## config.mk

```make
export PLATFORM = sky130hd
export DESIGN_NAME = pc_fetch_unit
export DESIGN_NICKNAME = d
export VERILOG_FILES = /design/src/rtl/rv_core_pkg.sv /design/src/rtl/pc_fetch_unit.sv
export SDC_FILE = /design/constraint.sdc
export NUM_CORES = 1
export LEC_CHECK = 0
export BUFFER_PORTS_ARGS = -buffer_cell sky130_fd_sc_hd__buf_2
export CAP_MARGIN = 20
export CORE_UTILIZATION = 50
export CTS_BUF_LIST = sky130_fd_sc_hd__clkbuf_8 sky130_fd_sc_hd__clkbuf_16
export CTS_CLUSTER_DIAMETER = 100
export CTS_CLUSTER_SIZE = 14
export DETAILED_ROUTE_END_ITERATION = 8
export PLACE_DENSITY = 0.83
export SLEW_MARGIN = 40
export SYNTH_ARGS = -nofsm -noshare
export SYNTH_HDL_FRONTEND = slang
export SYNTH_SLANG_ARGS = --single-unit
```

## constraint.sdc

```tcl
create_clock -name clk -period 2.75 [get_ports clk]
set_clock_uncertainty 0.05 [all_clocks]
set_input_delay 0.275 -clock clk [delete_from_list [all_inputs] [get_ports clk]]
set_output_delay 0.275 -clock clk [all_outputs]
set_load 0.01 [all_outputs]
```

## src/rtl/rv_core_pkg.sv

```systemverilog
// Shared RV32 core definitions: fetch FSM states, datapath widths and the
// canonical NOP that fetch and decode both use as the empty-slot filler.
package rv_core_pkg;

    localparam int XLEN        = 32;
    localparam int INSTR_BYTES = 4;

    // addi x0, x0, 0
    localparam logic [XLEN-1:0] NOP_INSTR = 32'h0000_0013;

    typedef enum logic [1:0] {
        S_REQ   = 2'd0,
        S_HOLD  = 2'd1,
        S_FLUSH = 2'd2,
        S_ERR   = 2'd3
    } fetch_state_t;

endpackage

```

## src/rtl/pc_fetch_unit.sv

```systemverilog
// Instruction fetch front end: owns the PC, issues word requests over req/ack
// and presents each returned instruction to decode through a one-entry buffer.
module pc_fetch_unit #(
    parameter logic [rv_core_pkg::XLEN-1:0] RESET_PC  = 32'h0000_0000,
    parameter logic [rv_core_pkg::XLEN-1:0] NOP_INSTR = rv_core_pkg::NOP_INSTR
) (
    input  logic                             clk,
    input  logic                             rst_n,
    input  logic                             redirect_valid,
    input  logic [rv_core_pkg::XLEN-1:0]     redirect_pc,
    output logic                             imem_req,
    output logic [rv_core_pkg::XLEN-1:0]     imem_addr,
    input  logic                             imem_ack,
    input  logic [rv_core_pkg::XLEN-1:0]     imem_rdata,
    output logic                             if_valid,
    input  logic                             if_ready,
    output logic [rv_core_pkg::XLEN-1:0]     if_pc,
    output logic [rv_core_pkg::XLEN-1:0]     if_instr,
    output logic                             misalign_err,
    output rv_core_pkg::fetch_state_t        fetch_state
);

    import rv_core_pkg::*;

    // Handshakes: imem_req stays high with imem_addr stable until a cycle with
    // imem_ack=1; an ack while imem_req=0 is ignored. Decode takes the buffered
    // instruction in any cycle where if_valid && if_ready.

    fetch_state_t    state, state_n;
    logic [XLEN-1:0] pc, pc_n;
    logic [XLEN-1:0] pend_pc, pend_pc_n;
    logic            pend_err, pend_err_n;
    logic            imem_req_n;
    logic [XLEN-1:0] imem_addr_n;
    logic            if_valid_n;
    logic [XLEN-1:0] if_pc_n;
    logic [XLEN-1:0] if_instr_n;
    logic            misalign_n;
    logic            ack_v;
    logic            redir_mis;

    always_ff @(posedge clk) begin
        if (!rst_n) begin
            state        <= S_REQ;
            pc           <= RESET_PC;
            pend_pc      <= RESET_PC;
            pend_err     <= 1'b0;
            imem_req     <= 1'b0;
            imem_addr    <= RESET_PC;
            if_valid     <= 1'b0;
            if_pc        <= '0;
            if_instr     <= NOP_INSTR;
            misalign_err <= 1'b0;
        end else begin
            state        <= state_n;
            pc           <= pc_n;
            pend_pc      <= pend_pc_n;
            pend_err     <= pend_err_n;
            imem_req     <= imem_req_n;
            imem_addr    <= imem_addr_n;
            if_valid     <= if_valid_n;
            if_pc        <= if_pc_n;
            if_instr     <= if_instr_n;
            misalign_err <= misalign_n;
        end
    end

    always_comb begin
        state_n    = state;
        pc_n       = pc;
        pend_pc_n  = pend_pc;
        pend_err_n = pend_err;
        if_valid_n = if_valid;
        if_pc_n    = if_pc;
        if_instr_n = if_instr;
        misalign_n = misalign_err;
        ack_v      = imem_ack && imem_req;
        redir_mis  = (redirect_pc[1:0] != 2'b00);

        if (redirect_valid) begin
            if_valid_n = 1'b0;
            if_instr_n = NOP_INSTR;
            misalign_n = redir_mis;
            if (imem_req && !ack_v) begin
                // A live request cannot be withdrawn; park the target until it drains.
                state_n    = S_FLUSH;
                pend_pc_n  = redirect_pc;
                pend_err_n = redir_mis;
            end else if (redir_mis) begin
                state_n = S_ERR;
            end else begin
                pc_n    = redirect_pc;
                state_n = S_REQ;
            end
        end else begin
            case (state)
                S_REQ: begin
                    if (ack_v) begin
                        if_instr_n = imem_rdata;
                        if_pc_n    = pc;
                        if_valid_n = 1'b1;
                        pc_n       = pc + XLEN'(INSTR_BYTES);
                        state_n    = S_HOLD;
                    end
                end
                S_HOLD: begin
                    if (if_valid && if_ready) begin
                        if_valid_n = 1'b0;
                        if_instr_n = NOP_INSTR;
                        state_n    = S_REQ;
                    end
                end
                S_FLUSH: begin
                    if (ack_v) begin
                        if (pend_err) begin
                            state_n = S_ERR;
                        end else begin
                            pc_n    = pend_pc;
                            state_n = S_REQ;
                        end
                    end
                end
                S_ERR: begin
                    state_n = S_ERR;
                end
                default: begin
                    state_n = S_REQ;
                end
            endcase
        end

        // Outputs are registered from the next state so a fresh request to the
        // new PC appears the cycle after any transition into S_REQ.
        imem_req_n  = (state_n == S_REQ) || (state_n == S_FLUSH);
        imem_addr_n = (state_n == S_REQ) ? pc_n : imem_addr;
    end

    assign fetch_state = state;

endmodule

```

# Yosys cells after proc, flatten, opt, wreduce, memory -nomap -nowiden
# Cells that the tools add are included.
dict set report op_classes {
  add_sub_neg 1
  n_eq_ne 6
  mux 21
  bitwise 2
  reduce_logical 13
}
# cell n
set op_table {}
lappend op_table {{$mux W32} 8}
lappend op_table {{$pmux W32 S2} 2}
lappend op_table {{$add A32 B3 Y32 const B} 1}
lappend op_table {{$mux W2} 7}
lappend op_table {{$pmux W2 S4} 1}
lappend op_table {{$eq A2 B2 Y1 const B} 3}
lappend op_table {{$reduce_and A3 Y1} 2}
lappend op_table {{$logic_not A2 Y1} 2}
lappend op_table {{$ne A2 B2 Y1 const B} 2}
lappend op_table {{$reduce_bool A2 Y1} 2}
lappend op_table {{$logic_and A1 B1 Y1} 3}
lappend op_table {{$eq A2 B1 Y1 const B} 1}
lappend op_table {{$mux W1} 2}
lappend op_table {{$not A1 Y1} 2}
lappend op_table {{$pmux W1 S2} 1}
lappend op_table {{$reduce_and A2 Y1} 1}
lappend op_table {{$reduce_or A2 Y1} 1}
lappend op_table {{$logic_not A1 Y1} 1}
lappend op_table {{$logic_or A1 B1 Y1} 1}
dict set report word_totals {
  reg_bits 166
  in_bits 69
  output_inout_bits 101
  word_cells 53
}

# Logic depth before layout (Yosys ltp)
# Gate-level depths: netlist of run 1.
dict set report depth {
  depth_word 7
  mapped_depth 9
  depth_no_buf 7
}

# Least setup slack after synthesis of run 1
# OpenSTA, ideal clock, no wires.
dict set report synth_timing {
  path_type {flip-flop to flip-flop}
  start {register pc[2]}
  end {register imem_addr[30] (netlist bit)}
  setup_ns 0.088
  t_arrival_ns 2.006
  required_ns 2.612
  setup_slack_ns 0.606
  path_stages_with_launch 8
  n_path_buf 0
  synth_period_minus_slack_ns 2.144
  cell_sequence {dfxtp_1 ha_1 nand4_4 or4_4 nor3_2 xnor2_1 o211a_1 nor4_2}
}
dict set report synth_between {
  elab_chain_cells 4
}
# item line
set synth_lines {}
lappend synth_lines {{start, declared} pc_fetch_unit.sv:30} ;# logic [XLEN-1:0] pc, pc_n;
lappend synth_lines {{start signal, assigned} pc_fetch_unit.sv:56} ;# pc <= pc_n;
lappend synth_lines {{$add A32 B3 Y32} pc_fetch_unit.sv:102} ;# pc_n = pc + XLEN'(INSTR_BYTES);
lappend synth_lines {{$mux W32} pc_fetch_unit.sv:98} ;# if (ack_v) begin
lappend synth_lines {{$pmux W32 S2} pc_fetch_unit.sv:96} ;# case (state)
lappend synth_lines {{$mux W32} pc_fetch_unit.sv:80} ;# if (redirect_valid) begin
lappend synth_lines {{end signal, assigned} pc_fetch_unit.sv:60} ;# imem_addr <= imem_addr_n;
lappend synth_lines {{end, declared} pc_fetch_unit.sv:12} ;# output logic [rv_core_pkg::XLEN-1:0] imem_addr,
# No other way between the ends.
# A chain may end at the register's enable or synchronous reset.

# Worst setup path in the final report of run 1
dict set report layout_timing {
  start {register imem_req}
  end {register pc[31]}
}
dict set report layout_between {
  elab_chain_cells 5
  elab_cells_between_ends 8
  cone_classes {mux: 5; reduce/logical: 3}
}
# item line
set layout_lines {}
lappend layout_lines {{start, declared} pc_fetch_unit.sv:11} ;# output logic imem_req,
lappend layout_lines {{start signal, assigned} pc_fetch_unit.sv:59} ;# imem_req <= imem_req_n;
lappend layout_lines {{parallel branches: the longest is 4 deep, another holds $mux W32} -}
lappend layout_lines {{$mux W32 (*)} pc_fetch_unit.sv:80}
# Every way passes the cells marked *.

==> impl_results.md, run 1 <==
- Outcome: finished clean
- Max_slew headroom: approximately 48%
- Wire length per cell after detailed routing: approximately 17 um
- Adder-cell share of the synthesized area: less than 1%
- Number of buffers created by CTS: 17
- Number of violations reported at the end of detailed-routing iteration 0: ~840
- Average instance area after synthesis: 7.95 sq um
- Number of vias in the routed layout: 7378
- Clock-pin slew of the registers on the worst-case setup and hold paths: 60 ps
- Setup CP Type: reg2reg
- Vertical die dimension: 122 um
- Via-per-instance ratio: 5.92
- Number of hold violations in the final report: 0
- Final setup viols: 0
- Startpoint Class: flop
- Nature of the critical path endpoint: flop
- Post-layout util: 63.3%
- Boundary Pins: 170
- Finished Layout Cells: 1246
- Max-Cap Viols: 0
- Initial core utilization: between 50% and 60%
- Post-Synth Simple-Gate Area: 24.7%
- Worst IR drop on VDD: around 0.38 mV
- 1st-pass router iterations: 6
- DRC violations left: 0
- Total of flip-flops plus latches after synthesis: 166
- Distinct cell type count of the synthesized netlist: 72
- Detailed placer's ending HPWL: 15400 um
- PortBufs: 169
- Fmax: 401 MHz
- Final period demand of the worst path: 2500 ps
- Leakage power total: 0.00355 uW
- Count of yosys warnings during synthesis: 0
- Xor and xnor fraction of the mapped netlist area: 1.10%
- Core box area: roughly 0.014 sq mm
- Std cell rows: 43
- Clock latency on the worst-skew pair: 430 ps
- Cell depth of the worst hold path: 3
- Slew at the pin closest to its max-slew limit: 787 ps
- Net count of the mapped netlist: 971
- Floorplan die width: ~120 um
- Gate Count Post-Synth: 901
- Async SR Flop Fraction: 0%
- GRT overflow: 0
- Number of sinks on the clock net: around 170
- TritonCTS clock tree: built
- Routed Antenna Nets: 0
- Post-CTS Setup Repair Bufs: 0
- WL final: 21700 um
- Commonest non-fill, non-tap cell in the layout: sky130_fd_sc_hd__nand2_1
- Global-route wire length before repair: around 34000 um
- Most used DFF post-synth: sky130_fd_sc_hd__dfxtp_1
- Power Density: 642 mW/mm^2
- Full die area: between 0.01 and 0.015 sq mm
- Pin count of the biggest net entering global routing: between 70 and 80
- Maximum net fanout on the critical path: 12
- Final total negative setup slack: 0 ps
- Most used cells in the layout excluding fill and tap cells: sky130_fd_sc_hd__nand2_1, sky130_fd_sc_hd__buf_2, sky130_fd_sc_hd__dfxtp_1, sky130_fd_sc_hd__a21oi_1, sky130_fd_sc_hd__nor2_1
- H-tree lvl count: 4
- Hold-fix buffers at CTS: 0
- Maximum buffer depth of the clock tree: 2
- Count of cells resized by post-cts repair: 0
- Sequential cell area fraction in the yosys report: 46.4%
- Gpl congestion: 0.967
- Number of flops mapped to enable cells by yosys: 0
- Proportion of synthesized area in mux cells: 1.55%
- Compound-Gate Fraction of Synth Area: roughly 22%
- Vias in the first global route: ~6.6k
- Number of nets in the finished design: 1123
- Post-Synthesis Cell Area: 0.00716 sq mm
- Hold Path Class: in2reg
- Count of inserted antenna diode cells: 0
- Number of cells on the worst reg-to-reg path: 6
- Worst endpoint data arrival time: roughly 2700 ps
- Initial antenna violation count: 0
- Largest family of logic cells by synthesized area: simple AND/OR/NAND/NOR gates
- Max-slew violation count: 0
- Layout cell share with drive strength beyond 1: 23.7%
- Relative area change from synthesis to final layout: 23.2%
- Gr usage total: around 30%
- Fin crit share: 90.8%
- RSZ-0062 raised after global routing: no
- CTS Root Cell: sky130_fd_sc_hd__clkbuf_16
- Critical path data required time: 2980 ps
- Cell count after placement: 1214
[per-stage QoR]
step                      worst slack (ps)  hold WS (ps)  instance area, sq um  power (uW)
after detailed placement               318           390                  8230        3310
after global routing                   134          28.9                  8830        5860
after floorplan                        606           361                  7160        3040
final                                  254          27.1                  8830        5670
after global placement                 364           387                  8230        3300
after CTS                              304          21.8                  8830        5670
[registers in the layout, summed over array words and instances, names as in the netlist]
register / cells
misalign_err: 1
if_valid: 1
imem_req: 1
imem_addr: 32
pc: 32
fetch_state: 2
if_instr: 32
pend_err: 1
if_pc: 32
pend_pc: 32
[final cells by class]
| cell class | instances | area [sq um] |
|---|---|---|
| Multi-Input combinational cell | 660 | 3550 |
| Tap cell | 180 | 225 |
| Fill cell | 1226 | 5110 |
| Clock buffer | 20 | 467 |
| Inverter | 6 | 22.5 |
| Clock inverter | 12 | 129 |
| Timing Repair Buffer | 202 | 1110 |
| Sequential cell | 166 | 3320 |
[worst paths after layout]
path / start / to / slack, ps
worst min register to register: if_pc[5]$_SDFFE_PN0P_ / if_pc[5]$_SDFFE_PN0P_ / 400
worst max register to register: imem_req$_SDFF_PN0_ / pc[31]$_SDFF_PN0_ / 250
worst max-delay path: imem_req$_SDFF_PN0_ / pc[31]$_SDFF_PN0_ / 250
worst min-delay path: imem_rdata[0] / if_instr[0]$_SDFFE_PP1P_ / 30
[report_power, final]
group          internal (uW)  total (uW)  switching (uW)
Clock                   1410        2390             982
Sequential              2500        2610             106
Combinational            258         668             410
Total                   4170        5670            1500
[routing by layer]
metal / vias up / GRT usage (%) / share of wire [%]
met5: - / 0 / 0
met4: 0 / 7.95 / 1.8
met3: 40 / 7.40 / 10
met2: 414 / 42.2 / 42
met1: 3440 / 44.5 / 46
li1: 3484 / - / -
[worst max-delay path: stages, from the launching register on]
cell and delay, ps:
sky130_fd_sc_hd__dfxtp_1 600, sky130_fd_sc_hd__nand2_1 240, sky130_fd_sc_hd__nor3_2 380, sky130_fd_sc_hd__and2_1 260, sky130_fd_sc_hd__nand3_1 160, sky130_fd_sc_hd__a311oi_1 510, sky130_fd_sc_hd__a21oi_1 130
[synth_stat cells, drive strengths merged, types with 5 or more instances]
library cell / count / area, sq um
nand2: 201 / 754
dfxtp: 166 / 3320
a21oi: 101 / 505
nor2: 80 / 300
clkbuf: 56 / 210
o21ai: 33 / 165
a22oi: 30 / 225
nand3: 30 / 155
nor3: 22 / 120
and2: 14 / 87.6
a31oi: 13 / 81.3
buf: 13 / 63.8
a221oi: 12 / 105
mux2i: 10 / 100
xnor2: 8 / 70.1
nand4: 7 / 58.8
o22ai: 6 / 37.5
and3: 5 / 31.3
inv: 5 / 18.8
or2: 5 / 31.3
[cells by family after synthesis]
kind of cell               count (synthesis)
AOI/OAI and AO/OA                        246
and+or+nand+nor                          393
muxes                                     11
adders and majority gates                  1
buffers and inverters                     75
xor gates and xnor gates                   9
DFF                                      166
(Power assumes the default switching activity.)
==> run 2, diff against run 1 <==
--- a/config.mk
+++ b/config.mk
@@ -12,7 +12,7 @@
 export CTS_CLUSTER_DIAMETER = 100
 export CTS_CLUSTER_SIZE = 14
 export DETAILED_ROUTE_END_ITERATION = 8
-export PLACE_DENSITY = 0.83
+export PLACE_DENSITY = 0.86
 export SLEW_MARGIN = 40
 export SYNTH_ARGS = -nofsm -noshare
 export SYNTH_HDL_FRONTEND = slang
==> run 2 against run 1 <==
  * Hold slack lost 0.53 ps
  * Die area is the same
  * Clock power shrank 9.2%
  * Core utilization shrank 0.48 points
  * Combinational power grew 0.9%
  * Largest power group unchanged
  * Sequential power is essentially flat
  * Critical path depth grew 1
  * Highest routed layer unchanged
==> impl_results.md, run 2 (synthesis results as in run 1) <==
- Outcome: finished clean
- Most used cells in the layout excluding fill and tap cells: sky130_fd_sc_hd__nand2_1, sky130_fd_sc_hd__buf_2, sky130_fd_sc_hd__dfxtp_1, sky130_fd_sc_hd__a21oi_1, sky130_fd_sc_hd__nor2_1
- Count of cells resized by post-cts repair: 0 (unchanged)
- Wire length per cell after detailed routing: 17.5 um (+0.43%)
- Post-layout util: 62.9% (-0.48 points)
- Routed Antenna Nets: 0 (unchanged)
- DRC violations left: 0 (unchanged)
- Maximum net fanout on the critical path: 8 (-4)
- Core box area: 0.0139 sq mm (unchanged)
- Nature of the critical path endpoint: flop
- Initial core utilization: 51.4% (unchanged)
- RSZ-0062 raised after global routing: no
- Final setup viols: 0 (unchanged)
- Max-Cap Viols: 0 (unchanged)
- Power Density: 623 mW/mm^2 (-3.0%)
- Vias in the first global route: 6514 (-2.0%)
- Final total negative setup slack: 0 ps (unchanged)
- Startpoint Class: flop
- CTS Root Cell: sky130_fd_sc_hd__clkbuf_16
- Gpl congestion: 1.00 (+3.6%)
- H-tree lvl count: 4 (unchanged)
- 1st-pass router iterations: 6 (unchanged)
- Gr usage total: 29.5% (-0.30 points)
- Number of nets in the finished design: 1124 (+0.089%)
- Full die area: 0.0148 sq mm (unchanged)
- Layout cell share with drive strength beyond 1: 24.0% (+0.26 points)
- Pin count of the biggest net entering global routing: 33 (-56%)
- Max-slew violation count: 0 (unchanged)
- Worst endpoint data arrival time: 2760 ps (+40 ps)
- Post-CTS Setup Repair Bufs: 0 (unchanged)
- Slew at the pin closest to its max-slew limit: 637 ps (-151 ps)
- TritonCTS clock tree: built
- Initial antenna violation count: 0 (unchanged)
- Clock latency on the worst-skew pair: 430 ps (about the same)
- Crit-path cells: ha_1 -> nand4_4 -> or2_1 -> nor4b_2 -> o22ai_1 -> a211o_1 -> o21ba_2
- Number of buffers created by CTS: 17 (unchanged)
- Hold Path Class: in2reg
- Number of vias in the routed layout: 7304 (-1.0%)
- Leakage power total: 0.00352 uW (-0.66%)
- Number of sinks on the clock net: 166 (unchanged)
- Floorplan die width: 122 um (unchanged)
- Hold-fix buffers at CTS: 0 (unchanged)
- Setup CP Type: reg2reg
- Detailed placer's ending HPWL: 15600 um (+1.4%)
- Worst IR drop on VDD: 0.438 mV (+14%)
- Via-per-instance ratio: 5.85 (-1.2%)
- Final period demand of the worst path: 2490 ps (-2.21 ps)
- Global-route wire length before repair: 34000 um (-1.2%)
- WL final: 21800 um (+0.59%)
- Std cell rows: 43 (unchanged)
- Commonest non-fill, non-tap cell in the layout: sky130_fd_sc_hd__nand2_1
- Slowest cell delay on critical path: 440 ps (-160 ps)
- Critical path data required time: 3020 ps (+40 ps)
- Fmax: 401 MHz (about the same)
- Number of violations reported at the end of detailed-routing iteration 0: 792 (-5.3%)
- Clock-pin slew of the registers on the worst-case setup and hold paths: 60 ps (about the same)
- Maximum buffer depth of the clock tree: 2 (unchanged)
- Relative area change from synthesis to final layout: 22.3%
- PortBufs: 169 (unchanged)
- Fin crit share: 90.7% (about the same)
- Boundary Pins: 170 (unchanged)
- Vertical die dimension: 122 um (unchanged)
- CP max stage cell: sky130_fd_sc_hd__dfxtp_1
- Number of hold violations in the final report: 0 (unchanged)
- GRT overflow: 0 (unchanged)
- Max_slew headroom: 57.4% (+9.9 points)
==> run 2: changes by cell type in the layout (fill, tap and decap cells not counted) <==
cell / before / now
sky130_fd_sc_hd__clkinv_2: 0 / 5
sky130_fd_sc_hd__bufinv_16: 2 / 0
sky130_fd_sc_hd__clkinvlp_4: 3 / 2
sky130_fd_sc_hd__diode_2: 0 / 1
sky130_fd_sc_hd__clkinv_4: 3 / 2
sky130_fd_sc_hd__inv_6: 1 / 5
sky130_fd_sc_hd__buf_4: 32 / 34
sky130_fd_sc_hd__clkbuf_8: 3 / 0
sky130_fd_sc_hd__buf_12: 1 / 0
sky130_fd_sc_hd__inv_1: 7 / 5
==> run 2: final timing paths <==
check / from / to / slack, ps / cells past startpoint
hold reg to reg: imem_addr[2]$_SDFFE_PN0N_ / imem_addr[2]$_SDFFE_PN0N_ / 400 / 2
setup / recovery: pc[2]$_SDFF_PN0_ / imem_addr[28]$_SDFFE_PN0N_ / 260 / 7
setup reg to reg: pc[2]$_SDFF_PN0_ / imem_addr[28]$_SDFFE_PN0N_ / 260 / 7
hold / removal: imem_rdata[0] / if_instr[0]$_SDFFE_PP1P_ / 30 / 3
==> run 2: routing by layer <==
metal	share of wire [%]	wire (um)	GRT usage, %
met3	10	2190	7.26
met2	44	9650	44.5
met1	44	9650	41.7
met4	1.3	294	8.18
met5	0	0	0
==> run 2: layout make-up <==
class,count,area (sq um)
Clock buffer,17,425
Timing Repair Buffer,203,1100
Fill cell,1251,5170
Sequential cell,166,3320
Antenna cell,1,2.50
Tap cell,180,225
Clock inverter,15,105
Inverter,6,22.5
Multi-Input combinational cell,660,3550
==> run 2: through the flow <==
step | instances | area [sq um] | hold slack, ps | worst slack [ps] | power, uW
floorplan | 901 | 7160 | 361 | 606 | 3040
global placement | 1215 | 8230 | 389 | 366 | 3310
detailed placement | 1215 | 8230 | 393 | 325 | 3310
CTS | 1247 | 8760 | 16.0 | 305 | 5450
global route | 1247 | 8760 | 38.1 | 110 | 5650
finish | 1248 | 8760 | 26.5 | 256 | 5460
==> run 2: power breakdown <==
part | internal (uW) | switching (uW) | total (uW)
Combinational | 256 | 418 | 674
Sequential | 2500 | 105 | 2610
Clock | 1160 | 1020 | 2170
==> run 2: critical path: cells and delay by family (launching register included) <==
kind	cells	cell delay, ps
fa+ha+maj	1	280
compound gates	3	740
flops	1	440
simple gates	3	890
